===== src/rtl/spi_slave.sv =====
`default_nettype none
// +-------------------------------------------------------------------------+
// | spi_slave: clk-sampled SPI slave bridging frames to a memory interface   |
// | rev 1.0                                                                  |
// +-------------------------------------------------------------------------+
module spi_slave #(
  parameter int   MEM_DEPTH = 256,
  localparam int  ADDR_SIZE = $clog2(MEM_DEPTH)
) (
  input  logic                 clk,
  input  logic                 rst_n,
  input  logic                 SS_n,
  input  logic                 MOSI,
  output logic                 MISO,
  output logic [ADDR_SIZE+1:0] rx_data,
  output logic                 rx_valid,
  input  logic [ADDR_SIZE-1:0] tx_data,
  input  logic                 tx_valid
);

  localparam int CNT_W = $clog2(ADDR_SIZE + 1);
  localparam logic [CNT_W-1:0] C_LAST = CNT_W'(ADDR_SIZE);

  typedef enum logic [2:0] {
    IDLE      = 3'd0,
    CHK_CMD   = 3'd1,
    WRITE     = 3'd2,
    READ_ADD  = 3'd3,
    READ_DATA = 3'd4
  } state_t;

  state_t                r_state;
  state_t                w_next_state;
  logic [ADDR_SIZE:0]    r_shift;
  logic [CNT_W-1:0]      r_bit_cnt;
  logic [ADDR_SIZE-1:0]  r_tx_shift;
  logic [CNT_W-1:0]      r_tx_cnt;
  logic                  r_rx_done;
  logic                  r_tx_active;
  logic                  r_tx_done;
  logic                  r_rd_addr_seen;
  logic                  r_miso;
  logic [ADDR_SIZE+1:0]  r_rx_data;
  logic                  r_rx_valid;

  assign MISO     = r_miso;
  assign rx_data  = r_rx_data;
  assign rx_valid = r_rx_valid;

  always_ff @(posedge clk or negedge rst_n) begin
    if (!rst_n) r_state <= IDLE;
    else        r_state <= w_next_state;
  end

  always_comb begin
    w_next_state = r_state;
    if (SS_n) begin
      w_next_state = IDLE;
    end else begin
      case (r_state)
        IDLE:    w_next_state = CHK_CMD;
        CHK_CMD: begin
          if (!MOSI)               w_next_state = WRITE;
          else if (r_rd_addr_seen) w_next_state = READ_DATA;
          else                     w_next_state = READ_ADD;
        end
        default: w_next_state = r_state;
      endcase
    end
  end

  always_ff @(posedge clk or negedge rst_n) begin
    if (!rst_n) begin
      r_shift        <= '0;
      r_bit_cnt      <= '0;
      r_tx_shift     <= '0;
      r_tx_cnt       <= '0;
      r_rx_done      <= 1'b0;
      r_tx_active    <= 1'b0;
      r_tx_done      <= 1'b0;
      r_rd_addr_seen <= 1'b0;
      r_miso         <= 1'b0;
      r_rx_data      <= '0;
      r_rx_valid     <= 1'b0;
    end else begin
      r_rx_valid <= 1'b0;
      if (SS_n) begin
        // Abort keeps rx_data and rd_addr_seen so a split read can resume.
        r_bit_cnt   <= '0;
        r_tx_cnt    <= '0;
        r_rx_done   <= 1'b0;
        r_tx_active <= 1'b0;
        r_tx_done   <= 1'b0;
        r_miso      <= 1'b0;
      end else begin
        case (r_state)
          CHK_CMD: begin
            r_shift   <= {r_shift[ADDR_SIZE-1:0], MOSI};
            r_bit_cnt <= '0;
            r_rx_done <= 1'b0;
          end
          WRITE, READ_ADD, READ_DATA: begin
            if (!r_rx_done) begin
              r_shift <= {r_shift[ADDR_SIZE-1:0], MOSI};
              if (r_bit_cnt == C_LAST) begin
                r_rx_data  <= {r_shift, MOSI};
                r_rx_valid <= 1'b1;
                r_rx_done  <= 1'b1;
                if (r_state == READ_ADD) r_rd_addr_seen <= 1'b1;
              end else begin
                r_bit_cnt <= r_bit_cnt + 1'b1;
              end
            end else if (r_state == READ_DATA && !r_tx_done) begin
              if (!r_tx_active) begin
                if (tx_valid) begin
                  r_tx_shift  <= tx_data;
                  r_tx_active <= 1'b1;
                  r_tx_cnt    <= '0;
                end
              end else if (r_tx_cnt == C_LAST) begin
                r_miso         <= 1'b0;
                r_tx_active    <= 1'b0;
                r_tx_done      <= 1'b1;
                r_rd_addr_seen <= 1'b0;
              end else begin
                r_miso     <= r_tx_shift[ADDR_SIZE-1];
                r_tx_shift <= {r_tx_shift[ADDR_SIZE-2:0], 1'b0};
                r_tx_cnt   <= r_tx_cnt + 1'b1;
              end
            end
          end
          default: ;
        endcase
      end
    end
  end

endmodule
`default_nettype wire


===== config.mk =====
export PLATFORM = sky130hd
export DESIGN_NAME = spi_slave
export DESIGN_NICKNAME = d
export VERILOG_FILES = /design/src/rtl/spi_slave.sv
export SDC_FILE = /design/constraint.sdc
export NUM_CORES = 1
export LEC_CHECK = 0
export ABC_AREA = 1
export BUFFER_PORTS_ARGS = -buffer_cell sky130_fd_sc_hd__buf_4
export CAP_MARGIN = 20
export CORE_UTILIZATION = 55
export DETAILED_ROUTE_END_ITERATION = 10
export GPL_TIMING_DRIVEN = 0
export PLACE_DENSITY = 0.86
export SLEW_MARGIN = 20
export SYNTH_ARGS = -nofsm -noshare
export SYNTH_HDL_FRONTEND = slang
export SYNTH_SLANG_ARGS = --single-unit

===== constraint.sdc =====
create_clock -name clk -period 2.3 [get_ports clk]
set_input_delay 0.115 -clock clk [delete_from_list [all_inputs] [get_ports clk]]
set_output_delay 0.115 -clock clk [all_outputs]
set_load 0.05 [all_outputs]

==> flow_metrics.env, run 1 <==
export IMPL_first_iter_violations=99
export IMPL_worst_slew_pin_slew_ps=534
export IMPL_crit_path_top_delay_cell="nor2_1"
export IMPL_path_max_fanout=8
export IMPL_hold_viol=0
export IMPL_die_area_um2=4110
export IMPL_start_kind="flip-flop"
export IMPL_synthAdderAreaFrac_pct=2.36
export IMPL_synthMuxAreaShare_pct=0
export IMPL_power_density_nw_per_um2=688
export IMPL_clk_pin_slew_ps=90
export IMPL_crit_type="reg -> reg"
export IMPL_clock_latency_ps=310
export IMPL_wl_per_cell_um=12.0
export IMPL_hpwl_mm=2.74
export IMPL_grt_max_degree=45
export IMPL_worst_hold_path_num_cells=2
export IMPL_grt_pass1_wl_mm=7.29
export IMPL_p_switching_uw=467
export IMPL_synth_compound_area_share_pct=2.36
export IMPL_cp_end_kind="flip-flop"
export IMPL_gp_congestion=0.825
export IMPL_synthXorXnorAreaFrac_pct=1.65
export IMPL_fin_setup_tns_ps=0
export IMPL_cts_sinks=44
export IMPL_critical_path_buf_inv_count=1
export IMPL_dieHeight_um=64.1
export IMPL_cts_root_buf="clkbuf_8"
export IMPL_netSwitchingFraction_pct=27.4
export IMPL_postSynthAreaPerCell_um2=8.01
export IMPL_ctsResizeCount=0
export IMPL_cap_violations=0
export IMPL_syn_nets=282
export IMPL_layout_nets=313
export IMPL_yosysWarnings=0
export IMPL_start_util_pct=57.6
export IMPL_htree_levels=2
export IMPL_routed_wl_mm=4.13
export IMPL_hold_path_class="in -> reg"
export IMPL_pwr_share_comb_pct=10.4
export IMPL_path_depth=9
export IMPL_cts_hold_buf=1
export IMPL_seqPwrFrac_pct=53.2
export IMPL_critPathMostFrequentCell="nand2_1"
export IMPL_diodes=0
export IMPL_outcome="complete, no violations"
export IMPL_synth_top_area_share_pct=51.9
export IMPL_finalPower_mw=1.71
export IMPL_via_count=1791
export IMPL_final_min_clock_period_ps=1650
export IMPL_leakage_nw=1.36
export IMPL_grt_antenna_before_repair=0
export IMPL_fin_skew_ps=9.24
export IMPL_synth_area_leader_cell="dfrtp_1"
export IMPL_drcViolationCount=0
export IMPL_crit_required_ps=2550
export IMPL_intPower_mw=1.24
export IMPL_synthSimpleGateAreaFrac_pct=36.5
export IMPL_cts_tree="done"
export IMPL_seq_area_frac_synth_pct=51.9
export IMPL_cpPeakStageDelay_ps=410
export IMPL_rows=22
export IMPL_area_growth_pct=16.9
export IMPL_core_area_um2=3690
export IMPL_drv_slew=0
export IMPL_cp_arrival_ps=1900
export IMPL_cts_buffer_depth=2
export IMPL_drive_gt1_share_pct=16.5
export IMPL_portBuffers=23
export IMPL_timing_fmax_mhz=606
export IMPL_synth_top_family_by_area="simple AND/OR/NAND/NOR gates"
export IMPL_grt_overflow_total=0
export IMPL_ant_nets=0
export IMPL_relSlewSlack_pct=64.4
export IMPL_syn_inst=265
export IMPL_rr_worst_depth=9
export IMPL_finalSetupViolations=0
export IMPL_path_cells="inv_1 > ha_1 > nand2_1 > nor2_1 > nand2_1 > nand3_1 > nor2_1 > nand2_1 > nand2_1"
export IMPL_p_clk_share_pct=36.4
export IMPL_io_pins=25
export IMPL_synth_area_leaders="dfrtp_1, nand2_1, nand3_1"
export IMPL_synthesis_area_um2=2120
export IMPL_vias_per_cell=5.19
export IMPL_period_share_pct=71.8
export IMPL_vdd_drop_max_mv=0.475
export IMPL_critPathTopFamily="simple AND/OR/NAND/NOR gates"
export IMPL_postCtsSetupRepairBufs=0
export IMPL_grt_pass1_vias=1652
export IMPL_detail_route_first_pass_iterations=5
export IMPL_ys_ff_latch=44
export IMPL_ys_types=24
export IMPL_cts_buffers_inserted=5
export IMPL_rsz0062_at_grt="false"
export IMPL_die_width_um=64.1
export IMPL_grt_usage_pct=23.1
[kinds of logic after synthesis]
group | after synthesis
adders and majority gates | 4
AOI/OAI and AO/OA | 10
DFF | 44
and+or+nand+nor | 178
xor gates and xnor gates | 4
buffers and inverters | 25
[cells in the mapped netlist]
cell / number
buf_2: 3
nand3_4: 1
nand4_1: 11
nand2_1: 119
ha_1: 4
inv_1: 15
a21oi_1: 6
nand2_2: 4
nor2_1: 11
nor2_2: 2
buf_6: 2
o21ai_1: 1
nand3_2: 1
nor3_1: 2
o21ai_0: 3
xor2_1: 1
dfrtp_1: 44
nand3_1: 25
clkbuf_1: 1
or2_2: 1
clkinv_1: 1
inv_2: 3
xnor2_1: 3
nor2_4: 1
[layer usage]
layer  vias to the layer above  GRT usage, %  wire [µm]
met2                        41          35.6       1920
met1                       839          32.2       1980
met4                         0          8.61         82
met3                        10          5.00        149
met5                         -             0          0
li1                        901             -          -
[worst paths after layout]
check | startpoint | end | slack [ps]
worst min register to register | r_tx_shift[4] | r_tx_shift[4] | 480
worst max register to register | r_tx_cnt[0] | r_tx_shift[4] | 650
worst max-delay path | r_tx_cnt[0] | r_tx_shift[4] | 650
min in group asynchronous | rst_n | rx_data[9] | 320
worst min-delay path | SS_n | r_state[1] | 80
max in group asynchronous | rst_n | r_bit_cnt[2] | 1600
[sequential cells by signal, summed over array words and instances (netlist names)]
| register | cells |
|---|---|
| rx_data | 10 |
| r_shift | 9 |
| r_tx_shift | 8 |
| r_bit_cnt | 4 |
| r_tx_cnt | 4 |
| r_state | 3 |
| MISO | 1 |
| r_rd_addr_seen | 1 |
| r_rx_done | 1 |
| r_tx_active | 1 |
| r_tx_done | 1 |
| rx_valid | 1 |
[per-stage QoR]
| stage | instance area [µm²] | util [%] | worst slack, ps | hold slack, ps | std cells |
|---|---|---|---|---|---|
| after CTS | 2480 | 67.3 | 659 | 80.5 | 345 |
| final | 2480 | 67.3 | 649 | 84.8 | 345 |
| after global routing | 2480 | 67.3 | 451 | 86.7 | 345 |
| after detailed placement | 2360 | 63.9 | 693 | 140 | 336 |
| after floorplan | 2120 | - | 951 | -181 | 265 |
| after global placement | 2360 | 63.9 | 721 | 137 | 336 |
[cells in the final DEF (no fill, tap or decap)]
| cell | count |
|---|---|
| a21oi_1 | 6 |
| clkbuf_1 | 1 |
| ha_1 | 4 |
| o21ai_0 | 3 |
| nand2_1 | 119 |
| nor2_1 | 11 |
| nand2_2 | 4 |
| nand3_4 | 1 |
| nand4_1 | 11 |
| or2_2 | 1 |
| o21ai_1 | 1 |
| nand3_1 | 25 |
| inv_1 | 15 |
| buf_6 | 2 |
| nor3_1 | 2 |
| inv_6 | 1 |
| nand3_2 | 1 |
| clkbuf_8 | 5 |
| nor2_4 | 1 |
| xnor2_1 | 3 |
| inv_2 | 3 |
| buf_4 | 23 |
| buf_2 | 3 |
| clkinv_1 | 1 |
| bufinv_16 | 1 |
| xor2_1 | 1 |
| nor2_2 | 2 |
| clkinvlp_4 | 1 |
| dlygate4sd3_1 | 1 |
| dfrtp_1 | 44 |
[layout make-up]
class,instances,area (µm²)
Fill cell,334,1210
Sequential cell,44,1100
Multi-Input combinational cell,196,910
Timing Repair Buffer,24,183
Inverter,19,71.3
Clock buffer,5,68.8
Tap cell,48,60.1
Clock inverter,3,46.3
Buffer,6,41.3
[power by group through the flow]
stage	Combinational, mW	Clock, mW	Sequential [mW]
finish	0.177	0.622	0.908
detailed placement	0.173	0	0.920
floorplan	0.119	0	0.906
CTS	0.179	0.620	0.907
global route	0.205	0.658	0.917
global placement	0.166	0	0.919
Power figures use the tool's default switching activity.
==> run 2: changes to the inputs <==
--- a/config.mk
+++ b/config.mk
@@ -5,13 +5,13 @@
 export SDC_FILE = /design/constraint.sdc
 export NUM_CORES = 1
 export LEC_CHECK = 0
-export ABC_AREA = 1
+export ABC_AREA = 0
 export BUFFER_PORTS_ARGS = -buffer_cell sky130_fd_sc_hd__buf_4
 export CAP_MARGIN = 20
-export CORE_UTILIZATION = 55
+export CORE_UTILIZATION = 52
 export DETAILED_ROUTE_END_ITERATION = 10
 export GPL_TIMING_DRIVEN = 0
-export PLACE_DENSITY = 0.86
+export PLACE_DENSITY = 0.85
 export SLEW_MARGIN = 20
 export SYNTH_ARGS = -nofsm -noshare
 export SYNTH_HDL_FRONTEND = slang
==> constraint.sdc (replaced) <==
create_clock -name clk -period 1.5 [get_ports clk]
set_input_delay 0.075 -clock clk [delete_from_list [all_inputs] [get_ports clk]]
set_output_delay 0.075 -clock clk [all_outputs]
set_load 0.05 [all_outputs]
==> run 2 against run 1 <==
Compared with the run above: the flow now finishes with violations (negative setup slack); fmax down 7.6%; flip-flop and latch count is the same; via count shrank 8.9%; largest cell class is now multi-input combinational cells; synthesized area up 2.2%; synthesized cell count shrank 33%; critical endpoint is now rx_data[4].
==> flow_metrics.env, run 2 <==
export IMPL_final_core_util_pct=76.5
export IMPL_via_count=1631
export IMPL_setup_ws_ps=-287
export IMPL_rr_worst_depth=5
export IMPL_cts_root_buf="clkbuf_8"
export IMPL_synthSimpleGateAreaFrac_pct=12.5
export IMPL_grt_pass1_vias=1527
export IMPL_synth_area_leader_cell="dfrtp_1"
export IMPL_grt_antenna_before_repair=0
export IMPL_relSlewSlack_pct=61.0
export IMPL_grt_max_degree=45
export IMPL_cts_sinks=44
export IMPL_wl_met3_um=181
export IMPL_synth_compound_area_share_pct=9.57
export IMPL_core_area_um2=4000
export IMPL_grt_overflow_total=0
export IMPL_routed_wl_mm=5.03
export IMPL_final_min_clock_period_ps=1790
export IMPL_hpwl_mm=2.54
export IMPL_wl_met2_mm=2.64
export IMPL_dieHeight_um=66.6
export IMPL_worst_slew_pin_slew_ps=584
export IMPL_layout_nets=260
export IMPL_grt_usage_pct=21.9
export IMPL_post_dp_cell_area_um2=2410
export IMPL_synth_top_flop_cell="dfrtp_1"
export IMPL_syn_nets=194
export IMPL_area_growth_pct=40.9
export IMPL_yosysMostFrequentCell="dfrtp_1"
export IMPL_cts_buffers_inserted=5
export IMPL_drv_slew=0
export IMPL_pre_cts_slack_ps=-395
export IMPL_cap_violations=0
export IMPL_ys_types=41
export IMPL_timing_fmax_mhz=560
export IMPL_io_pins=25
export IMPL_start_kind="flip-flop"
export IMPL_r2r_slack_ps=-290
export IMPL_cts_buffer_depth=2
export IMPL_synth_area_leaders="dfrtp_1, mux2_2, mux2_4"
export IMPL_synth_edff_count=0
export IMPL_vdd_drop_max_mv=0.548
export IMPL_power_density_nw_per_um2=896
export IMPL_finalInstanceArea_um2=3060
export IMPL_wl_met1_mm=2.09
export IMPL_ys_ff_latch=44
export IMPL_seq_area_frac_synth_pct=50.7
export IMPL_synth_top_family_by_area="multiplexers"
export IMPL_finalSetupViolations=39
export IMPL_drcViolationCount=0
export IMPL_reg2reg_from="r_state[0]"
export IMPL_critical_path_startpoint="r_state[0]"
export IMPL_grt_pass1_wl_mm=7.04
export IMPL_cp_end_kind="flip-flop"
export IMPL_rows=23
export IMPL_htree_levels=2
export IMPL_start_util_pct=54.3
export IMPL_synthMuxAreaShare_pct=20.2
export IMPL_synth_top_area_share_pct=50.7
export IMPL_die_width_um=66.6
export IMPL_async_reset_ff_share_pct=100
export IMPL_worstReg2RegEnd="rx_data[4]"
export IMPL_first_iter_violations=88
export IMPL_clk_pin_slew_ps=90
export IMPL_hold_viol=0
export IMPL_cp_arrival_ps=1990
export IMPL_wl_per_cell_um=17.1
export IMPL_final_common_cell="buf_4"
export IMPL_postSynthAreaPerCell_um2=12.3
export IMPL_violations="negative setup slack"
export IMPL_largest_register_ffs=10
export IMPL_layout_common_cells="buf_4, dfrtp_1, mux2_2, mux2_4, buf_6"
export IMPL_finalPower_mw=2.74
export IMPL_placed_cells=250
export IMPL_outcome="complete, but fails checks"
export IMPL_leakage_nw=1.44
export IMPL_crit_required_ps=1700
export IMPL_synthesis_area_um2=2170
export IMPL_hold_path_class="in -> reg"
export IMPL_yosysWarnings=0
export IMPL_synth_common_cells="dfrtp_1, mux2_2, mux2_4, nor2_1"
export IMPL_syn_inst=177
export IMPL_cts_tree="done"
export IMPL_worst_hold_path_num_cells=3
export IMPL_vias_per_cell=5.55
export IMPL_fin_skew_ps=9.58
export IMPL_diodes=0
export IMPL_die_area_um2=4440
export IMPL_period_share_pct=119
export IMPL_min_to="r_tx_shift[0]"
export IMPL_clock_latency_ps=310
export IMPL_crit_type="reg -> reg"
export IMPL_detail_route_first_pass_iterations=4
export IMPL_synthAdderAreaFrac_pct=2.31
export IMPL_ant_nets=0
export IMPL_hold_path_startpoint="tx_data[0]"
export IMPL_rsz0062_at_grt="true"
export IMPL_gp_congestion=0.865
export IMPL_final_cells=294
export IMPL_synthXorXnorAreaFrac_pct=0.403
export IMPL_maxUsedRoutingLayer="met4"
export IMPL_portBuffers=23
export IMPL_path_max_fanout=5
export IMPL_drive_gt1_share_pct=57.8
run 2: changes by cell type after synthesis, moves of 3 or more:
cell,previous run,this run
nand3_1,25,5
nand2b_1,0,7
nand2_1,119,7
nor3_1,2,5
inv_1,15,8
mux2_2,0,26
inv_2,3,0
nand4_1,11,0
mux2_4,0,9
nand2_2,4,0
run 2: timing repair:
| item | in CTS | in global routing |
|---|---|---|
| cloned | 0 | 2 |
| setup buffers | 19 | 16 |
| resized for setup | 33 | 29 |
| pin swaps | 16 | 18 |
| endpoints found under the hold margin | 44 | 0 |
| endpoints found under the setup margin | 39 | 42 |
| hold buffers | 1 | 0 |
run 2: kinds of logic (layout without fill, tap and decap cells):
group,after synthesis,in the layout
buf+inv,17,84
compound gates,29,29
simple gates,46,46
mux,36,36
fa+ha+maj,4,4
flops,44,44
xor+xnor,1,1
run 2: metrics by stage:
step	TNS, ps	hold WS, ps
4_1_cts	-10130	24.6
6_report	-8320	19.5
5_1_grt	-10660	23.0
3_3_place_gp	-9280	96.3
2_1_floorplan	-5500	-221
3_5_place_dp	-10310	104
run 2: per-layer routing:
metal | vias to the layer above | global-route usage, %
met5 | - | 0
met4 | 0 | 8.24
met3 | 14 | 7.02
met2 | 48 | 34.8
met1 | 807 | 27.5
li1 | 762 | -
run 2: where the power goes:
part / switching (mW) / leakage [nW] / internal, mW
clock: 0.426 / 0.0614 / 0.545
sequential: 0.0973 / 0.592 / 1.31
combinational: 0.153 / 0.783 / 0.207
total: 0.676 / 1.44 / 2.07
run 2: worst max-delay path: stages, from the launching register on:
cell	delay [ps]
dfrtp_2	430
or3b_4	430
a21oi_4	140
and3_4	230
clkbuf_16	150
mux2_4	290
run 2: how the worst max path moves through the flow:
stage	to
floorplan	rx_data[1]
global placement	r_tx_shift[6]
detailed placement	r_tx_shift[6]
CTS	rx_data[3]
global route	r_tx_shift[6]
finish	rx_data[4]
run 2: final cells by class:
class / instances / area, µm²
Sequential cell: 44 / 1100
Buffer: 7 / 57.6
Timing Repair Buffer: 61 / 527
Tap cell: 50 / 62.6
Clock inverter: 2 / 38.8
Multi-Input combinational cell: 116 / 1160
Inverter: 8 / 30.0
Fill cell: 231 / 941
Clock buffer: 6 / 82.6
